## src/rtl/ps2_pkg.sv

```systemverilog
// rtl/ps2_pkg.sv - shared PS/2 types, frame constants and default timing
package ps2_pkg;

   typedef enum logic [2:0] {
      IDLE,
      INHIBIT,
      RTS,
      SEND,
      ACK,
      WAIT_IDLE
   } ps2_tx_state_e;

   localparam int PS2_FRAME_FALLS        = 11;
   localparam int PS2_DEF_INHIBIT_CYCLES = 5000;
   localparam int PS2_DEF_TIMEOUT_CYCLES = 750000;
   localparam int PS2_DEF_CNT_W          = 20;
   localparam int PS2_TX_MAX_RETRY       = 2;

   function automatic logic ps2_odd_parity(input logic [7:0] i_byte);
      return ~^i_byte;
   endfunction

endpackage

```

## src/rtl/ps2_line_sync.sv

```systemverilog
// rtl/ps2_line_sync.sv - 2-FF pad synchronizers for kbd_clk/kbd_data plus falling-edge detect
module ps2_line_sync (
   input  logic i_clk,
   input  logic i_reset,
   input  logic i_kbd_clk,
   input  logic i_kbd_data,
   output logic o_clk_sync,
   output logic o_data_sync,
   output logic o_clk_fall
);

   logic r_clk_s1;
   logic r_clk_s2;
   logic r_clk_prev;
   logic r_data_s1;
   logic r_data_s2;

   // Idle lines float high, so reset to 1 to avoid a phantom fall after reset.
   always_ff @(posedge i_clk) begin
      if (i_reset) begin
         r_clk_s1   <= 1'b1;
         r_clk_s2   <= 1'b1;
         r_clk_prev <= 1'b1;
         r_data_s1  <= 1'b1;
         r_data_s2  <= 1'b1;
      end else begin
         r_clk_s1   <= i_kbd_clk;
         r_clk_s2   <= r_clk_s1;
         r_clk_prev <= r_clk_s2;
         r_data_s1  <= i_kbd_data;
         r_data_s2  <= r_data_s1;
      end
   end

   assign o_clk_sync  = r_clk_s2;
   assign o_data_sync = r_data_s2;
   assign o_clk_fall  = r_clk_prev & ~r_clk_s2;

endmodule

```

## src/rtl/ps2_host_tx.sv

```systemverilog
// rtl/ps2_host_tx.sv - PS/2 host-to-device command byte transmitter (optional retry: PS2_TX_RETRY_EN)
module ps2_host_tx
   import ps2_pkg::*;
#(
   parameter int INHIBIT_CYCLES = PS2_DEF_INHIBIT_CYCLES,
   parameter int TIMEOUT_CYCLES = PS2_DEF_TIMEOUT_CYCLES,
   parameter int CNT_W          = PS2_DEF_CNT_W
) (
   input  logic       i_clk,
   input  logic       i_reset,
   input  logic [7:0] i_tx_data,
   input  logic       i_tx_valid,
   output logic       o_tx_ready,
   output logic       o_tx_busy,
   output logic       o_done_pulse,
   output logic       o_error_pulse,
   input  logic       i_kbd_clk,
   input  logic       i_kbd_data,
   output logic       o_kbd_clk_drive_low,
   output logic       o_kbd_data_drive_low
);

   localparam logic [CNT_W-1:0] LP_INH_LAST = CNT_W'(INHIBIT_CYCLES - 1);
   localparam logic [CNT_W-1:0] LP_TIMEOUT  = CNT_W'(TIMEOUT_CYCLES);
   localparam logic [3:0]       LP_PAR_IDX  = 4'(PS2_FRAME_FALLS - 3);
   localparam logic [3:0]       LP_STOP_IDX = 4'(PS2_FRAME_FALLS - 2);

   ps2_tx_state_e    r_state;
   ps2_tx_state_e    w_state_nxt;
   logic [CNT_W-1:0] r_cnt;
   logic [CNT_W-1:0] w_cnt_nxt;
   logic [3:0]       r_idx;
   logic [3:0]       w_idx_nxt;
   logic [7:0]       r_byte;
   logic [7:0]       w_byte_nxt;
   logic             r_parity;
   logic             w_parity_nxt;
   logic             r_data_low;
   logic             w_data_low_nxt;
   logic             w_done;
   logic             w_error;
   logic             w_fail;
   logic             w_timeout;
   logic             w_clk_sync;
   logic             w_data_sync;
   logic             w_fall;
`ifdef PS2_TX_RETRY_EN
   logic [1:0]       r_retry;
   logic [1:0]       w_retry_nxt;
`endif

   ps2_line_sync u_line_sync (
      .i_clk       (i_clk),
      .i_reset     (i_reset),
      .i_kbd_clk   (i_kbd_clk),
      .i_kbd_data  (i_kbd_data),
      .o_clk_sync  (w_clk_sync),
      .o_data_sync (w_data_sync),
      .o_clk_fall  (w_fall)
   );

   always_ff @(posedge i_clk) begin
      if (i_reset) begin
         r_state    <= IDLE;
         r_cnt      <= '0;
         r_idx      <= '0;
         r_byte     <= '0;
         r_parity   <= 1'b0;
         r_data_low <= 1'b0;
`ifdef PS2_TX_RETRY_EN
         r_retry    <= '0;
`endif
      end else begin
         r_state    <= w_state_nxt;
         r_cnt      <= w_cnt_nxt;
         r_idx      <= w_idx_nxt;
         r_byte     <= w_byte_nxt;
         r_parity   <= w_parity_nxt;
         r_data_low <= w_data_low_nxt;
`ifdef PS2_TX_RETRY_EN
         r_retry    <= w_retry_nxt;
`endif
      end
   end

   assign w_timeout = (r_cnt == LP_TIMEOUT);

   always_comb begin
      w_state_nxt    = r_state;
      w_cnt_nxt      = r_cnt;
      w_idx_nxt      = r_idx;
      w_byte_nxt     = r_byte;
      w_parity_nxt   = r_parity;
      w_data_low_nxt = r_data_low;
      w_done         = 1'b0;
      w_error        = 1'b0;
      w_fail         = 1'b0;
`ifdef PS2_TX_RETRY_EN
      w_retry_nxt    = r_retry;
`endif
      case (r_state)
         IDLE: begin
            if (i_tx_valid) begin
               w_byte_nxt   = i_tx_data;
               w_parity_nxt = ps2_odd_parity(i_tx_data);
               w_cnt_nxt    = '0;
               w_state_nxt  = INHIBIT;
`ifdef PS2_TX_RETRY_EN
               w_retry_nxt  = '0;
`endif
            end
         end
         INHIBIT: begin
            // Device clock falls here are glitches and deliberately ignored.
            if (r_cnt == LP_INH_LAST) begin
               w_cnt_nxt      = '0;
               w_idx_nxt      = '0;
               w_data_low_nxt = 1'b0;
               w_state_nxt    = RTS;
            end else begin
               w_cnt_nxt = r_cnt + 1'b1;
            end
         end
         RTS: begin
            if (w_fall) begin
               w_data_low_nxt = ~r_byte[0];
               w_idx_nxt      = 4'd1;
               w_cnt_nxt      = '0;
               w_state_nxt    = SEND;
            end else if (w_timeout) begin
               w_fail = 1'b1;
            end else begin
               w_cnt_nxt = r_cnt + 1'b1;
            end
         end
         SEND: begin
            if (w_fall) begin
               w_cnt_nxt = '0;
               w_idx_nxt = r_idx + 4'd1;
               if (r_idx < LP_PAR_IDX) begin
                  w_data_low_nxt = ~r_byte[r_idx[2:0]];
               end else if (r_idx == LP_PAR_IDX) begin
                  w_data_low_nxt = ~r_parity;
               end else begin
                  w_data_low_nxt = 1'b0;
                  w_state_nxt    = ACK;
               end
            end else if (w_timeout) begin
               w_fail = 1'b1;
            end else begin
               w_cnt_nxt = r_cnt + 1'b1;
            end
         end
         ACK: begin
            if (w_fall) begin
               w_cnt_nxt = '0;
               if (!w_data_sync) begin
                  w_state_nxt = WAIT_IDLE;
               end else begin
                  w_fail = 1'b1;
               end
            end else if (w_timeout) begin
               w_fail = 1'b1;
            end else begin
               w_cnt_nxt = r_cnt + 1'b1;
            end
         end
         WAIT_IDLE: begin
            if (w_clk_sync && w_data_sync) begin
               w_done      = 1'b1;
               w_cnt_nxt   = '0;
               w_state_nxt = IDLE;
            end else if (w_timeout) begin
               w_fail = 1'b1;
            end else if (w_fall) begin
               w_cnt_nxt = '0;
            end else begin
               w_cnt_nxt = r_cnt + 1'b1;
            end
         end
         default: begin
            w_state_nxt = IDLE;
         end
      endcase

      if (w_fail) begin
         w_data_low_nxt = 1'b0;
         w_cnt_nxt      = '0;
         w_idx_nxt      = '0;
`ifdef PS2_TX_RETRY_EN
         if (r_retry < 2'(PS2_TX_MAX_RETRY)) begin
            w_retry_nxt = r_retry + 2'd1;
            w_state_nxt = INHIBIT;
         end else begin
            w_error     = 1'b1;
            w_state_nxt = IDLE;
         end
`else
         w_error     = 1'b1;
         w_state_nxt = IDLE;
`endif
      end
   end

   assign o_tx_ready           = (r_state == IDLE);
   assign o_tx_busy            = (r_state != IDLE);
   assign o_done_pulse         = w_done;
   assign o_error_pulse        = w_error;
   assign o_kbd_clk_drive_low  = (r_state == INHIBIT);
   // Failing cycles drop the data line at once rather than a cycle later.
   assign o_kbd_data_drive_low = ((r_state == RTS) | ((r_state == SEND) & r_data_low)) & ~w_fail;

endmodule

```

## config.mk

```make
export PLATFORM = sky130hd
export DESIGN_NAME = ps2_host_tx
export DESIGN_NICKNAME = d
export VERILOG_FILES = /design/src/rtl/ps2_pkg.sv /design/src/rtl/ps2_line_sync.sv /design/src/rtl/ps2_host_tx.sv
export SDC_FILE = /design/constraint.sdc
export NUM_CORES = 1
export LEC_CHECK = 0
export CORE_AREA = 2 2 85 87
export CTS_BUF_LIST = sky130_fd_sc_hd__clkbuf_4
export DETAILED_ROUTE_END_ITERATION = 10
export DIE_AREA = 0 0 87 89
export GPL_ROUTABILITY_DRIVEN = 0
export GPL_TIMING_DRIVEN = 0
export PLACE_DENSITY_LB_ADDON = 0.08
export SLEW_MARGIN = 20
export SYNTH_ARGS = -nofsm -noshare
export SYNTH_HDL_FRONTEND = slang
export SYNTH_SLANG_ARGS = --single-unit
```

## constraint.sdc

```tcl
create_clock -name i_clk -period 2.6 [get_ports i_clk]
set_input_delay 0.52 -clock i_clk [delete_from_list [all_inputs] [get_ports i_clk]]
set_output_delay 0.52 -clock i_clk [all_outputs]
set_load 0.005 [all_outputs]
```

==> results <==
## state kept, by name, summed over array words and instances (netlist names)
name and flops:
r_byte 8, r_idx 4, u_line_sync.o_data_sync 1, u_line_sync.o_clk_sync 1, r_state 3, r_parity 1, r_cnt 20, u_line_sync.r_clk_s1 1
u_line_sync.r_data_s1 1, r_data_low 1, u_line_sync.r_clk_prev 1
## critical path, stage by stage (launching register included)
cell and delay [ns]:
dfxtp_2 0.38, nor4_4 0.40, o211a_1 0.24, nand3b_1 0.15
a21oi_2 0.24, buf_4 0.14, buf_6 0.08
## layer usage
| layer | track usage [%] | share of wire (%) | vias to the layer above |
|---|---|---|---|
| met5 | 0 | 0 | - |
| met3 | 3.878 | 3.9 | 9 |
| met4 | 5.824 | 1.6 | 0 |
| met2 | 30.67 | 48 | 44 |
| met1 | 22.56 | 46 | 1069 |
| li1 | - | - | 1170 |
## final timing paths
check | startpoint | endpoint | depth (start not counted)
max | r_cnt[10]$_SDFFE_PP0P_ | o_error_pulse | 6
min | u_line_sync.r_clk_s1$_SDFF_PP1_ | u_line_sync.o_clk_sync$_SDFF_PP1_ | 1
min reg2reg | u_line_sync.r_clk_s1$_SDFF_PP1_ | u_line_sync.o_clk_sync$_SDFF_PP1_ | 1
max reg2reg | r_cnt[0]$_SDFFE_PP0P_ | r_cnt[13]$_SDFFE_PP0P_ | 8
## cells by family (layout without fill, tap and decap cells)
group           count (synthesis)  count (layout)  share of synthesized area, %
simple gates                  146             146                         34.11
compound gates                 64              64                         17.18
flops                          42              42                         34.06
buf+inv                        22              60                         4.106
xor+xnor                       16              16                         5.676
fa+ha+maj                       6               6                         3.041
mux                             2               2                         1.825
## timing repair
item                       in CTS  in global routing
hold buffers                    0                  0
buffers inserted                9                  3
resized for setup              24                 12
setup endpoints to repair      22                 23
pin swaps                       6                  8
## cells in the mapped netlist, drive strengths merged (2+ instances only)
library cell	instances
o21a	2
nand4	17
nand3b	2
or3b	2
and2	5
buf	8
xor2	5
or2	7
and3b	2
nand2b	3
nand2	36
o211a	2
nor3b	3
ha	6
o21ai	8
nor3	14
or3	2
nor4	3
mux4	2
dfxtp	42
a311oi	3
and3	7
xnor2	11
a21bo	3
nor2	13
nor4b	2
inv	8
or4b	2
a221oi	2
a31oi	6
nor2b	4
nand3	15
clkbuf	6
a21oi	28
## final cells by class
class                   instances  area, um^2
well taps                      80       100.1
clock buffers                   6       45.04
flip-flops and latches         42       849.6
fillers                       678        3716
plain buffers                  14       78.83
multi-input cells             234        1624
inverters                       8       30.03
repair buffers                 30       266.5
clock inverters                 2       8.758
## power breakdown
group	total (mW)	switching, mW	internal, mW
registers	0.670	0.00899	0.661
logic	0.203	0.109	0.0934
clock network	0.342	0.229	0.112
total	1.21	0.347	0.867
## through the flow
stage	setup TNS (ns)	hold WS (ns)	std cells	total power [mW]
2_1_floorplan	0	0.3895	298	0.8044
3_3_place_gp	-1.873	0.3900	396	0.8717
3_5_place_dp	-2.041	0.3929	396	0.8721
4_1_cts	0	0.4225	413	1.222
5_1_grt	-0.03679	0.4373	416	1.281
6_report	0	0.4217	416	1.215
==> metrics.md <==
| Metric | Value |
|---|---|
| Status | completed |
| #FFs+latches synth | 42 |
| Area leader, netlist | dfxtp_1 |
| CP max FO | 5 |
| H-Tree Depth | 2 |
| Total number of yosys warnings | 0 |
| Maximum vdd ir drop | 169.9 uV |
| Final setup skew | roughly 0.011 ns |
| Synth top area share | between 30 and 40% |
| Crit path launch type | flip-flop |
| Max Freq | ~400 MHz |
| CP required | 2.08 ns |
| Leakage | 1.056 nW |
| Pre-antenna DRT Iters | 4 |
| Top post-synthesis cells by area | dfxtp_1, a21oi_1, nand2_1 |
| Antenna viol nets, final | 0 |
| Critical path arrival | between 1.5 and 2 ns |
| Fin crit period | 2.511 ns |
| Final Util | 44.69% |
| Overflow after GRT | 0 |
| Final #Nets | between 300 and 400 |
| Commonest non-fill, non-tap cells in the layout | nand2_1, dfxtp_1, a21oi_1 |
| Std-Cell Rows | 30 |
| Core ar. | about 6700 um^2 |
| Ant diodes | 0 |
| Worst slew pin tran | approximately 0.76 ns |
| Final setup violation count | 0 |
| Pwr dens | 404.4 nW/um^2 |
| Seq/Total Area, Yosys | between 30% and 40% |
| Width of the die | 87 um |
| Top_reg_cell synth | dfxtp_1 |
| Final WS setup | just under 0.09 ns |
| Pre-CTS setup slack | -0.4045 ns |
| TritonCTS clock tree | built |
| DRT Wirelength | 6.479 mm |
| IO Port Bufs | 18 |
| Post-Layout Inst Area | 3003 um^2 |
| Synth unique cells | 63 |
| Mapped Nets | roughly 320 |
| Clk slew on worst S/H paths | roughly 0.12 ns |
| Initial antenna violation count | 0 |
| Placed Area | 2749 um^2 |
| RSZ-0062 raised after global routing | true |
| Hold Vio Cnt, Final | 0 |
| Clk sinks | 42 |
| Via density | ~5.5 |
| Io pins | 19 |
| Critical path class | reg2out |
| DRC | 0 |
| Reg2reg setup slack | 0.16 ns |
| Syn Area/Cell | 8.284 um^2 |
| First-pass GRT wire length | approximately 11 mm |
| Final Max Tran Viols | 0 |
| GRT Overall Usage | between 10% and 20% |
| Synth async-reset ratio | 0% |
| Post-synth EDFFs | 0 |
| Placed wire-length estimate | between 4 and 5 mm |
| Number of global-route vias before repair | approximately 2200 |
| Share of layout cells above drive strength 1 | 22.32% |
| Worst Hold Class | reg2reg |
| Full die area | about 7700 um^2 |
| Clock latency on the worst-skew pair | roughly 0.37 ns |
| Max_slew headroom | about half |
| Final period util | 96.57% |
| Clock buffer depth | 2 |
| Initial drt markers | about 120 |
| Area Overhead vs Synth | 21.64% |
| WL/cell | 15.57 um |
| Root Driver | clkbuf_4 |
| Pin count of the biggest net entering global routing | 13 |
| Via count | 2292 |
| CTS buffer count | 5 |
| Initial Util | ~37% |
| Gate count of the mapped netlist | slightly below 300 |
| Die height | about 89 um |
| Max cap viols | 0 |
| Commonest non-fill, non-tap cell in the layout | nand2_1 |
| Mapped cell area | roughly 2500 um^2 |
| CP endpoint kind | output pin |
No activity file was read; power rests on OpenSTA's default activity.
